<file path="config.mk">
export PLATFORM = sky130hd
export DESIGN_NAME = alarm_scheduler_flat
export DESIGN_NICKNAME = d
export VERILOG_FILES = /design/src/rtl/alarm_scheduler_if.sv /design/src/rtl/alarm_scheduler.sv /design/src/flat_wrapper.sv
export SDC_FILE = /design/constraint.sdc
export NUM_CORES = 1
export LEC_CHECK = 0
export CORE_UTILIZATION = 55
export DETAILED_ROUTE_END_ITERATION = 6
export PLACE_DENSITY = 0.8
export RECOVER_POWER = 50
export SLEW_MARGIN = 20
export SYNTH_ARGS = -nofsm -noshare
export SYNTH_HDL_FRONTEND = slang
export SYNTH_SLANG_ARGS = --single-unit
</file>
<file path="constraint.sdc">
create_clock -name clk -period 4.24 [get_ports clk]
set_clock_uncertainty 0.05 [all_clocks]
set_input_delay 0.848 -clock clk [delete_from_list [all_inputs] [get_ports clk]]
set_output_delay 0.848 -clock clk [all_outputs]
set_load 0.005 [all_outputs]
</file>
<file path="src/rtl/alarm_scheduler_if.sv">
// Alarm scheduler bus: alarm requests and operator input toward the
// scheduler, buzzer/fan/status outputs back from it.
interface alarm_scheduler_if;
  logic       gas_alarm;
  logic [7:0] temperature;
  logic       temp_valid;
  logic       ext_alarm;
  logic       ack;
  logic       buzzer_n;
  logic       fan_en;
  logic [1:0] active_src;
  logic       muted;
  logic [2:0] pending;

  // Requester side: drives alarm inputs, observes scheduler outputs
  modport master (
    output gas_alarm, temperature, temp_valid, ext_alarm, ack,
    input  buzzer_n, fan_en, active_src, muted, pending
  );

  // Scheduler side
  modport slave (
    input  gas_alarm, temperature, temp_valid, ext_alarm, ack,
    output buzzer_n, fan_en, active_src, muted, pending
  );
endinterface

</file>
<file path="src/rtl/alarm_scheduler.sv">
// Alarm arbiter/sequencer for the fish-tank controller. Grants the shared
// buzzer and fan to the highest-priority alarm (gas > temp > ext), drives a
// per-source beep cadence, handles operator mute and a fan run-on period.
module alarm_scheduler #(
  parameter int         CLK_PER_MS  = 50000,
  parameter logic [7:0] TEMP_HI     = 8'd40,
  parameter logic [7:0] TEMP_LO     = 8'd37,
  parameter int         BEEP_ON_MS  = 200,
  parameter int         GAS_OFF_MS  = 200,
  parameter int         TEMP_OFF_MS = 800,
  parameter int         EXT_OFF_MS  = 1800,
  parameter int         FAN_HOLD_MS = 5000
) (
  input logic               clk,
  input logic               rst_n,
  alarm_scheduler_if.slave  bus
);

  localparam int          PW          = (CLK_PER_MS > 1) ? $clog2(CLK_PER_MS) : 1;
  localparam logic [PW-1:0] PRESC_MAX = PW'(CLK_PER_MS - 1);
  localparam logic [15:0] BEEP_ON_W   = 16'(BEEP_ON_MS);
  localparam logic [15:0] GAS_OFF_W   = 16'(GAS_OFF_MS);
  localparam logic [15:0] TEMP_OFF_W  = 16'(TEMP_OFF_MS);
  localparam logic [15:0] EXT_OFF_W   = 16'(EXT_OFF_MS);
  localparam logic [15:0] FAN_HOLD_W  = 16'(FAN_HOLD_MS);

  typedef enum logic [1:0] {
    IDLE  = 2'd0,
    ALARM = 2'd1,
    MUTED = 2'd2,
    HOLD  = 2'd3
  } state_t;

  state_t        state_r;
  logic [1:0]    src_r;
  logic [PW-1:0] presc_r;
  logic [15:0]   ms_cnt_r;
  logic          beep_on_r;
  logic          temp_hot_r;
  logic [2:0]    pending_r;
  logic          buzzer_n_r;
  logic          fan_en_r;
  logic [1:0]    active_src_r;
  logic          muted_r;

  logic [1:0]    winner_s;
  logic          tick_s;
  logic [15:0]   ms_next_s;

  // OFF-phase length of the cadence belonging to a source
  function automatic logic [15:0] off_len(input logic [1:0] src);
    case (src)
      2'd1:    off_len = GAS_OFF_W;
      2'd2:    off_len = TEMP_OFF_W;
      2'd3:    off_len = EXT_OFF_W;
      default: off_len = GAS_OFF_W;
    endcase
  endfunction

  // Highest-priority pending request: bit0 gas, bit1 temp, bit2 ext
  always_comb begin
    winner_s = 2'd0;
    if (pending_r[0]) begin
      winner_s = 2'd1;
    end else if (pending_r[1]) begin
      winner_s = 2'd2;
    end else if (pending_r[2]) begin
      winner_s = 2'd3;
    end else begin
      winner_s = 2'd0;
    end
  end

  // Millisecond tick on prescaler wrap and next ms count
  always_comb begin
    tick_s    = (presc_r == PRESC_MAX);
    ms_next_s = ms_cnt_r + 16'd1;
  end

  // Over-temperature hysteresis and request registering
  always_ff @(posedge clk) begin
    if (!rst_n) begin
      temp_hot_r <= 1'b0;
      pending_r  <= 3'b000;
    end else begin
      if (bus.temp_valid) begin
        if (bus.temperature >= TEMP_HI) begin
          temp_hot_r <= 1'b1;
        end else if (bus.temperature < TEMP_LO) begin
          temp_hot_r <= 1'b0;
        end
      end
      pending_r <= {bus.ext_alarm, temp_hot_r, bus.gas_alarm};
    end
  end

  // Scheduler FSM with timebase, cadence and registered outputs
  always_ff @(posedge clk) begin
    if (!rst_n) begin
      state_r      <= IDLE;
      src_r        <= 2'd0;
      presc_r      <= {PW{1'b0}};
      ms_cnt_r     <= 16'd0;
      beep_on_r    <= 1'b1;
      buzzer_n_r   <= 1'b1;
      fan_en_r     <= 1'b0;
      active_src_r <= 2'd0;
      muted_r      <= 1'b0;
    end else begin
      presc_r <= tick_s ? {PW{1'b0}} : presc_r + PW'(1);
      case (state_r)
        IDLE: begin
          presc_r      <= {PW{1'b0}};
          ms_cnt_r     <= 16'd0;
          buzzer_n_r   <= 1'b1;
          fan_en_r     <= 1'b0;
          active_src_r <= 2'd0;
          muted_r      <= 1'b0;
          if (pending_r != 3'b000) begin
            state_r      <= ALARM;
            src_r        <= winner_s;
            active_src_r <= winner_s;
            beep_on_r    <= 1'b1;
            buzzer_n_r   <= 1'b0;
            fan_en_r     <= 1'b1;
          end
        end
        ALARM: begin
          if (pending_r == 3'b000) begin
            state_r      <= HOLD;
            presc_r      <= {PW{1'b0}};
            ms_cnt_r     <= 16'd0;
            buzzer_n_r   <= 1'b1;
            active_src_r <= 2'd0;
          end else if (winner_s != src_r) begin
            // Preemption or fallback: restart cadence at ON, ack dropped
            src_r        <= winner_s;
            active_src_r <= winner_s;
            presc_r      <= {PW{1'b0}};
            ms_cnt_r     <= 16'd0;
            beep_on_r    <= 1'b1;
            buzzer_n_r   <= 1'b0;
          end else if (bus.ack) begin
            state_r    <= MUTED;
            presc_r    <= {PW{1'b0}};
            ms_cnt_r   <= 16'd0;
            buzzer_n_r <= 1'b1;
            muted_r    <= 1'b1;
          end else if (tick_s) begin
            if (beep_on_r && (ms_next_s == BEEP_ON_W)) begin
              beep_on_r  <= 1'b0;
              ms_cnt_r   <= 16'd0;
              buzzer_n_r <= 1'b1;
            end else if (!beep_on_r && (ms_next_s == off_len(src_r))) begin
              beep_on_r  <= 1'b1;
              ms_cnt_r   <= 16'd0;
              buzzer_n_r <= 1'b0;
            end else begin
              ms_cnt_r <= ms_next_s;
            end
          end
        end
        MUTED: begin
          presc_r  <= {PW{1'b0}};
          ms_cnt_r <= 16'd0;
          if (pending_r == 3'b000) begin
            state_r      <= HOLD;
            active_src_r <= 2'd0;
            muted_r      <= 1'b0;
          end else if (winner_s != src_r) begin
            state_r      <= ALARM;
            src_r        <= winner_s;
            active_src_r <= winner_s;
            beep_on_r    <= 1'b1;
            buzzer_n_r   <= 1'b0;
            muted_r      <= 1'b0;
          end
        end
        HOLD: begin
          if (pending_r != 3'b000) begin
            state_r      <= ALARM;
            src_r        <= winner_s;
            active_src_r <= winner_s;
            presc_r      <= {PW{1'b0}};
            ms_cnt_r     <= 16'd0;
            beep_on_r    <= 1'b1;
            buzzer_n_r   <= 1'b0;
          end else if (tick_s) begin
            if (ms_next_s == FAN_HOLD_W) begin
              state_r  <= IDLE;
              ms_cnt_r <= 16'd0;
              fan_en_r <= 1'b0;
            end else begin
              ms_cnt_r <= ms_next_s;
            end
          end
        end
        default: begin
          state_r      <= IDLE;
          src_r        <= 2'd0;
          presc_r      <= {PW{1'b0}};
          ms_cnt_r     <= 16'd0;
          beep_on_r    <= 1'b1;
          buzzer_n_r   <= 1'b1;
          fan_en_r     <= 1'b0;
          active_src_r <= 2'd0;
          muted_r      <= 1'b0;
        end
      endcase
    end
  end

  assign bus.buzzer_n   = buzzer_n_r;
  assign bus.fan_en     = fan_en_r;
  assign bus.active_src = active_src_r;
  assign bus.muted      = muted_r;
  assign bus.pending    = pending_r;

endmodule

</file>
<file path="src/flat_wrapper.sv">
// flat-port wrapper written by rule: the top's interface ports become plain ports
module alarm_scheduler_flat 
#(
  parameter int         CLK_PER_MS  = 50000,
  parameter logic [7:0] TEMP_HI     = 8'd40,
  parameter logic [7:0] TEMP_LO     = 8'd37,
  parameter int         BEEP_ON_MS  = 200,
  parameter int         GAS_OFF_MS  = 200,
  parameter int         TEMP_OFF_MS = 800,
  parameter int         EXT_OFF_MS  = 1800,
  parameter int         FAN_HOLD_MS = 5000
)
  (clk, rst_n, bus_gas_alarm, bus_temperature, bus_temp_valid, bus_ext_alarm, bus_ack, bus_buzzer_n, bus_fan_en, bus_active_src, bus_muted, bus_pending);
  alarm_scheduler_if bus_i ();
  input logic clk;
  input logic rst_n;
  input wire logic [$bits(bus_i.gas_alarm)-1:0] bus_gas_alarm;
  input wire logic [$bits(bus_i.temperature)-1:0] bus_temperature;
  input wire logic [$bits(bus_i.temp_valid)-1:0] bus_temp_valid;
  input wire logic [$bits(bus_i.ext_alarm)-1:0] bus_ext_alarm;
  input wire logic [$bits(bus_i.ack)-1:0] bus_ack;
  output wire logic [$bits(bus_i.buzzer_n)-1:0] bus_buzzer_n;
  output wire logic [$bits(bus_i.fan_en)-1:0] bus_fan_en;
  output wire logic [$bits(bus_i.active_src)-1:0] bus_active_src;
  output wire logic [$bits(bus_i.muted)-1:0] bus_muted;
  output wire logic [$bits(bus_i.pending)-1:0] bus_pending;
  assign bus_i.gas_alarm = bus_gas_alarm;
  assign bus_i.temperature = bus_temperature;
  assign bus_i.temp_valid = bus_temp_valid;
  assign bus_i.ext_alarm = bus_ext_alarm;
  assign bus_i.ack = bus_ack;
  assign bus_buzzer_n = bus_i.buzzer_n;
  assign bus_fan_en = bus_i.fan_en;
  assign bus_active_src = bus_i.active_src;
  assign bus_muted = bus_i.muted;
  assign bus_pending = bus_i.pending;
  alarm_scheduler #(.CLK_PER_MS(CLK_PER_MS), .TEMP_HI(TEMP_HI), .TEMP_LO(TEMP_LO), .BEEP_ON_MS(BEEP_ON_MS), .GAS_OFF_MS(GAS_OFF_MS), .TEMP_OFF_MS(TEMP_OFF_MS), .EXT_OFF_MS(EXT_OFF_MS), .FAN_HOLD_MS(FAN_HOLD_MS)) u_core (.clk(clk), .rst_n(rst_n), .bus(bus_i));
endmodule
</file>
# Word level (Yosys, flattened, before mapping)
# Cells that the tools add are included.
# Widths: inputs -> output; s select.
[word_totals] regBits=46 inputBits=14 elab_cells=147
[op_classes] add_sub_neg=2 order_cmp=2 eq_ne=34 n_mux=77 n_reduce_logical=21
[ops] op="$mux 16" n=21
[ops] op="$pmux 16 s3" n=2
[ops] op="$mux 2" n=17
[ops] op="$add 16x1->16 const B" n=2
[ops] op="$mux 1" n=29
[ops] op="$pmux 11 s2" n=1
[ops] op="$eq 16x13->1 const B" n=1
[ops] op="$eq 16x16->1" n=1
[ops] op="$eq 16x16->1 const B" n=1
[ops] op="$eq 16x8->1 const B" n=1
[ops] op="$ne 3x1->1 const B" n=5
[ops] op="$ne 2x1->1 const B" n=7
[ops] op="$ne 2x2->1 const B" n=6
[ops] op="$reduce_and 5->1" n=2
[ops] op="$ne 3x2->1 const B" n=3
[ops] op="$eq 2x2->1 const B" n=4
[ops] op="$ge 8x6->1 const B" n=1
[ops] op="$lt 8x6->1 const B" n=1
[ops] op="$pmux 2 s4" n=1
[ops] op="$reduce_and 7->1" n=1
[ops] op="$ne 6x2->1 const B" n=1
[ops] op="$pmux 1 s3" n=2
[ops] op="$pmux 2 s3" n=1
[ops] op="$reduce_and 2->1" n=3
[ops] op="other kinds (17)" n=22

# Longest topological paths before layout
# Gate-level depths: netlist (run 1).
[logic_depth] word_depth=19 depth_mapped=11

# Worst setup path before layout (run 1)
# Ideal clock, no wire load.
[synth_path] path_type="reg2reg" from="register u_core.ms_cnt_r[0]" to="register u_core.ms_cnt_r[3]" setup_time_ps=115 t_arrival_ps=2484 required_time_ps=4075 setup_slack_ps=1591 stages_incl_launch_ff=10 n_path_buf=1 cell_sequence="dfxtp_1 > ha_1 > nand3_2 > nor4_2 > o2111ai_1 > a2111oi_4 > a21boi_1 > o41ai_4 > buf_6 > nor2_1"
[synth_between] elab_chain_len=10
[synth_lines] item="from (decl)" line="alarm_scheduler.sv:37" text="logic [15:0] ms_cnt_r;"
[synth_lines] item="from (signal assigned)" line="alarm_scheduler.sv:159" text="ms_cnt_r <= ms_next_s;"
[synth_lines] item="from (signal assigned)" line="alarm_scheduler.sv:194" text="ms_cnt_r <= ms_next_s;"
[synth_lines] item="$add 16x1->16 *" line="alarm_scheduler.sv:77" text="ms_next_s = ms_cnt_r + 16'd1;"
[synth_lines] item="$eq 16x16->1" line="alarm_scheduler.sv:154" text="end else if (!beep_on_r && (ms_next_s == off_len(src_r))) begin"
[synth_lines] item="$logic_and 1x1->1" line="alarm_scheduler.sv:154"
[synth_lines] item="$mux 16" line="alarm_scheduler.sv:154"
[synth_lines] item="$mux 16" line="alarm_scheduler.sv:150" text="if (beep_on_r && (ms_next_s == BEEP_ON_W)) begin"
[synth_lines] item="$mux 16" line="alarm_scheduler.sv:149" text="end else if (tick_s) begin"
[synth_lines] item="$mux 16" line="alarm_scheduler.sv:143" text="end else if (bus.ack) begin"
[synth_lines] item="$mux 16" line="alarm_scheduler.sv:135" text="end else if (winner_s != src_r) begin"
[synth_lines] item="$mux 16" line="alarm_scheduler.sv:129" text="if (pending_r == 3'b000) begin"
[synth_lines] item="$pmux 16 s3 *" line="alarm_scheduler.sv:111" text="case (state_r)"
# Mark *: on every way between the ends. The rest lies on a longest branch, timed or not. The select of a mux whose other input is x is not followed.
# A chain may end at the register's enable or synchronous reset.

# Final worst setup path (run 1)
[layout_path] from="register u_core.ms_cnt_r[7]" to="register u_core.ms_cnt_r[8]"
# The elaborated chain is that of the path after synthesis.

==> metrics.csv, run 1 <==
metric,value,unit
post-synth top area cell,dfxtp_1,
Switching Fraction,0.300,
Pint,0.687,mW
sequential-to-total area share from yosys stat,0.327,
PostCTS Resize Cnt,0,
CP Launch Type,register,
total track usage,0.225,
clock root buffer,clkbuf_8,
post-DR vias/cell,5.66,
setup TNS,0,ns
power density over the cells,315,nW/um2
fill cell count,417,
Comb power frac,0.246,
# rows,25,
Slew headroom,0.399,
fin crit share,0.763,
layout cell share with drive strength beyond 1,0.0585,
worst endpoint data arrival time,3.34,ns
drt pass-1 iters,4,
post-route ant nets,0,
sw power,0.294,mW
data required time of the worst path,4.35,ns
most frequent cells after synthesis,"nor2_1, dfxtp_1, nand2_1, xnor2_1, nor3_1",
first-pass GRT wire length,9470,um
Starting Density,0.585,
Sink Count,46,
initial antenna violation count,0,
total CTS buffers,5,
die width,73.6,um
number of synthesized flops with an enable pin,0,
Period minus WS final,3.23,ns
sequential share of power,0.489,
Top Ports,22,
worst-margin pin slew,0.879,ns
max frequency,309,MHz
synth warn,0,
"Reg clk slew, reported paths",0.08,ns
hold-fix buffers at CTS,0,
Syn-to-layout area delta,10.4,%
largest net degree at the start of global routing,19,
Clock Path Buffers,2,
routability-driven placement congestion ratio,0.827,
vias in the first global route,2104,
CP cell instances,nand3_1 > nor2_1 > a2111oi_0 > o21ai_0 > and2_1 > o41ai_4 > nor2_1,
# Post-CTS Setup Buffers,0,
Leakage Power,1.04,nW
clk_lat worst skew,0.30,ns
via count,2412,
core footprint,4820,um2
Syn Area/Cell,8.14,um2
Area contributors post-synth,"dfxtp_1, nor2_1, xnor2_1",
final core utilization,0.646,
"FFs w/ async S/R, synth",0,
hpwl dp,4060,um
DRC,0,
CP max FO,16,
Synth Net Count,366,
GR Overflow Total,0,
kind of critical path,register to register,
"Cell Area, Synth",2820,um2
H-tree levels,2,
Fin. Hold Viols,0,
Port-buffer cells,21,
CTS tree,yes,
Yosys top cell area share,0.327,
die area,5410,um2
DR WL/cell,13.0,um
cell mode on critical path,nor2_1,
unrepaired setup endpoints after global routing,false,
area of the multi-input gates,1760,um2
power share of the clock group,0.265,
layout net count,378,
most common cell in the netlist,nor2_1,
"Top FF cell, synth",dfxtp_1,
max cap viols,0,
Routed WL,5530,um
setup violators final,0,
final worst slack,1.01,ns
Tot Pwr,0.980,mW
Peak supply drop,0.295,mV
run status,"complete, no violations",
Hold WC Path Type,register to register,
Max Slew Vio Count,0,
delay of the slowest critical-path stage,0.82,ns
Yosys cell types,61,
n_diodes,0,
Iteration-0 DRC Markers,136,
die height,73.6,um
slowest cell on the critical path,a2111oi_0,
Yosys reg bits,46,
CP endpoint kind,register,
register area,921,um2
Syn Inst Count,346,
pre-CTS setup slack,1.02,ns
registers in the layout (all words and copies together), names as in the netlist:
signal and cells:
u_core.ms_cnt_r 16, u_core.presc_r 16, u_core.bus.pending 3, u_core.bus.active_src 2, u_core.src_r 2, u_core.state_r 2, u_core.beep_on_r 1, u_core.bus.buzzer_n 1
u_core.bus.fan_en 1, u_core.bus.muted 1, u_core.temp_hot_r 1
metal layers:
layer,share of wire,track usage,routed length (um),vias up
met2,0.45,0.351,2510,34
met1,0.49,0.310,2710,1125
li1,-,-,-,1246
met4,0.014,0.0726,80,0
met5,0,0,0,-
met3,0.041,0.0453,229,7
kinds of logic after synthesis:
group                      after synthesis  synth area share
buffers and inverters                   28            0.0484
adders and majority gates                6            0.0266
DFF                                     46             0.327
AOI/OAI and AO/OA                       59             0.171
and+or+nand+nor                        169             0.308
xor gates and xnor gates                35             0.109
muxes                                    3            0.0107
metrics by stage:
stage               cell area (um2)  instances  hold WS, ns
floorplan                      2820        346        0.363
global placement               3030        418        0.383
detailed placement             3030        418        0.395
CTS                            3110        426        0.407
global route                   3110        426        0.439
finish                         3110        426        0.398
path summary, 6_finish.rpt:
| path | startpoint | end | slack [ns] | cells after the start |
|---|---|---|---|---|
| setup / recovery | u_core.ms_cnt_r[7] | u_core.ms_cnt_r[8] | 1.01 | 7 |
| hold / removal | u_core.presc_r[0] | u_core.presc_r[0] | 0.40 | 1 |
| setup reg to reg | u_core.ms_cnt_r[7] | u_core.ms_cnt_r[8] | 1.01 | 7 |
| hold reg to reg | u_core.presc_r[0] | u_core.presc_r[0] | 0.40 | 1 |
cell usage in the layout (no fill, tap or decap), types with 4 or more instances in the layout:
cell	count
xor2_1	13
dfxtp_1	46
o31ai_1	5
dlygate4sd3_1	6
nand2_1	24
nand3_1	13
xnor2_1	22
nor3_1	14
ha_1	6
o211ai_1	4
nor2b_1	8
a21oi_1	11
o21ai_0	6
nand4_1	4
and2_1	6
nor2_1	65
clkdlybuf4s50_1	15
inv_1	10
and3_1	7
clkbuf_8	5
area by class of cell:
type,instances,share of cell area
well taps,67,0.0270
multi-input cells,272,0.566
clock buffers,6,0.0233
clock inverters,2,0.00442
repair buffers,23,0.0712
inverters,10,0.0121
flip-flops and latches,46,0.296
power groups by stage:
| stage | Clock [mW] | Combinational, mW | Sequential [mW] |
|---|---|---|---|
| finish | 0.260 | 0.241 | 0.479 |
| global route | 0.288 | 0.269 | 0.484 |
| CTS | 0.272 | 0.244 | 0.480 |
| detailed placement | 0 | 0.243 | 0.490 |
| global placement | 0 | 0.241 | 0.488 |
| floorplan | 0 | 0.176 | 0.483 |
worst max-delay path: cells and delay by family, from the launching register on:
family	cells	cell delay, ns
AOI/OAI and AO/OA	3	1.88
DFF	1	0.42
and+or+nand+nor	4	0.73
Power figures use the tool's default switching activity.
==> run 2: changes to the inputs <==
==> constraint.sdc (replaced) <==
create_clock -name clk -period 3.2 [get_ports clk]
set_clock_uncertainty 0.05 [all_clocks]
set_input_delay 0.64 -clock clk [delete_from_list [all_inputs] [get_ports clk]]
set_output_delay 0.64 -clock clk [all_outputs]
set_load 0.005 [all_outputs]
==> metrics.csv, run 2 (same netlist as run 1, synthesis figures left out) <==
metric,value,unit,change
Max Slew Vio Count,0,,unchanged
clock root buffer,clkbuf_8,,
CP max FO,16,,unchanged
max frequency,337,MHz,+9.0%
most frequent cells in the layout,"nor2_1, dfxtp_1, nand2_1, xnor2_1, nor3_1",,
final core utilization,0.654,,+0.00779
"most common cell after layout, fill and taps aside",nor2_1,,
unrepaired setup endpoints after global routing,false,,
Period minus WS final,2.97,ns,-0.268 ns
post-DR vias/cell,5.66,,about the same
# Post-CTS Setup Buffers,0,,unchanged
fin crit share,0.927,,+0.164
total track usage,0.229,,+0.00479
DR WL/cell,13.2,um,+1.6%
DRC,0,,unchanged
PostCTS Resize Cnt,0,,unchanged
die height,73.6,um,unchanged
initial antenna violation count,0,,unchanged
Pint,0.922,mW,+34%
drt pass-1 iters,4,,unchanged
setup TNS,0,ns,unchanged
hold-fix buffers at CTS,0,,unchanged
Top Ports,22,,unchanged
# rows,25,,unchanged
layout net count,382,,+1.1%
total CTS buffers,5,,unchanged
Clock Path Buffers,2,,unchanged
run status,"complete, no violations",,
area of the multi-input gates,1760,um2,unchanged
R2R cell count,9,,+2
Reg-to-Reg End,u_core.ms_cnt_r[4],,
Routed WL,5670,um,+2.5%
Peak supply drop,0.407,mV,+38%
fill cell count,441,,+5.8%
worst-margin pin slew,0.813,ns,-0.0658 ns
routability-driven placement congestion ratio,0.851,,+3.0%
kind of critical path,register to register,,
Iteration-0 DRC Markers,129,,-5.1%
die width,73.6,um,unchanged
post-route ant nets,0,,unchanged
final worst slack,0.233,ns,-0.772 ns
CP Launch Type,register,,
Worst Hold Launch,u_core.presc_r[0],,
Sink Count,46,,unchanged
crit path to,u_core.ms_cnt_r[4],,
Port-buffer cells,21,,unchanged
GR Overflow Total,0,,unchanged
Tot Pwr,1.35,mW,+38%
n_diodes,0,,unchanged
H-tree levels,2,,unchanged
setup violators final,0,,unchanged
hpwl dp,4170,um,+2.9%
Starting Density,0.585,,unchanged
Syn-to-layout area delta,11.7,%,
CP endpoint kind,register,,
"Reg clk slew, reported paths",0.10,ns,+0.02 ns
clk_lat worst skew,0.31,ns,about the same
worst endpoint data arrival time,3.13,ns,-0.21 ns
FF-to-FF Start,u_core.ms_cnt_r[0],,
core footprint,4820,um2,unchanged
power share of the clock group,0.291,,+0.026
data required time of the worst path,3.36,ns,-0.99 ns
sw power,0.428,mW,+46%
die area,5410,um2,unchanged
worst reg-to-reg setup slack,0.23,ns,-0.77 ns
CP startpoint,u_core.ms_cnt_r[0],,
Fin. Hold Viols,0,,unchanged
vias in the first global route,2246,,+6.7%
register area,921,um2,unchanged
largest net degree at the start of global routing,18,,-1
pre-CTS setup slack,0.266,ns,-0.758 ns
first-pass GRT wire length,9680,um,+2.3%
power density over the cells,429,nW/um2,+36%
WHS,0.396,ns,-0.00262 ns
CTS tree,yes,,
Comb power frac,0.240,,-0.006
layout cell share with drive strength beyond 1,0.0689,,+0.0104
Switching Fraction,0.317,,+0.0174
max cap viols,0,,unchanged
via count,2435,,+0.95%
Slew headroom,0.444,,+0.0450
Leakage Power,1.06,nW,+2.6%
Hold WC Path Type,register to register,,
sequential share of power,0.469,,-0.020
run 2: cell count changes in the layout (fill, tap and decap cells not counted), sizes merged:
cell / change
buf: +3
clkdlybuf4s50: -3
dlygate4sd3: +3
inv: +2
clkinv: -1
run 2: cell type report:
class	count	area share
timing repair buffer	27	0.0787
inverter	10	0.0119
tap	67	0.0266
clock inverter	3	0.00914
clock buffer	5	0.0219
sequential	46	0.293
multi-input combinational	272	0.559
run 2: worst min-delay path by stage:
| stage | to | slack (ns) | depth (start not counted) |
|---|---|---|---|
| floorplan | u_core.presc_r[0] | 0.36 | 1 |
| global placement | u_core.presc_r[0] | 0.38 | 1 |
| detailed placement | u_core.presc_r[0] | 0.39 | 1 |
| CTS | u_core.presc_r[0] | 0.40 | 1 |
| global route | u_core.presc_r[0] | 0.43 | 1 |
| finish | u_core.presc_r[0] | 0.40 | 1 |
run 2: through the flow:
| step | std cells | instance area, um2 |
|---|---|---|
| after floorplan | 346 | 2820 |
| after detailed placement | 421 | 3050 |
| after CTS | 429 | 3150 |
| final | 430 | 3150 |
| after global placement | 421 | 3050 |
| after global routing | 430 | 3150 |
run 2: worst max-delay path, stage by stage, from the launching register on:
cell and delay [ns]:
dfxtp_1 0.40, ha_1 0.30, nand3_2 0.21, or4_1 0.58, xor2_1 0.26, o21ai_0 0.24
and2_1 0.28, o41ai_4 0.21, buf_4 0.26, nor2_1 0.07
run 2: power by group through the flow:
stage	Sequential, mW	Combinational (mW)	Clock [mW]
finish	0.633	0.324	0.392
global route	0.637	0.362	0.422
CTS	0.634	0.331	0.403
detailed placement	0.647	0.326	0
global placement	0.646	0.324	0
floorplan	0.640	0.233	0
run 2: routing by layer:
metal,vias to the layer above,GRT usage,wire length (um)
met3,7,0.0439,215
met1,1132,0.296,2700
li1,1250,-,-
met5,-,0,0
met4,0,0.0897,80
met2,46,0.377,2680
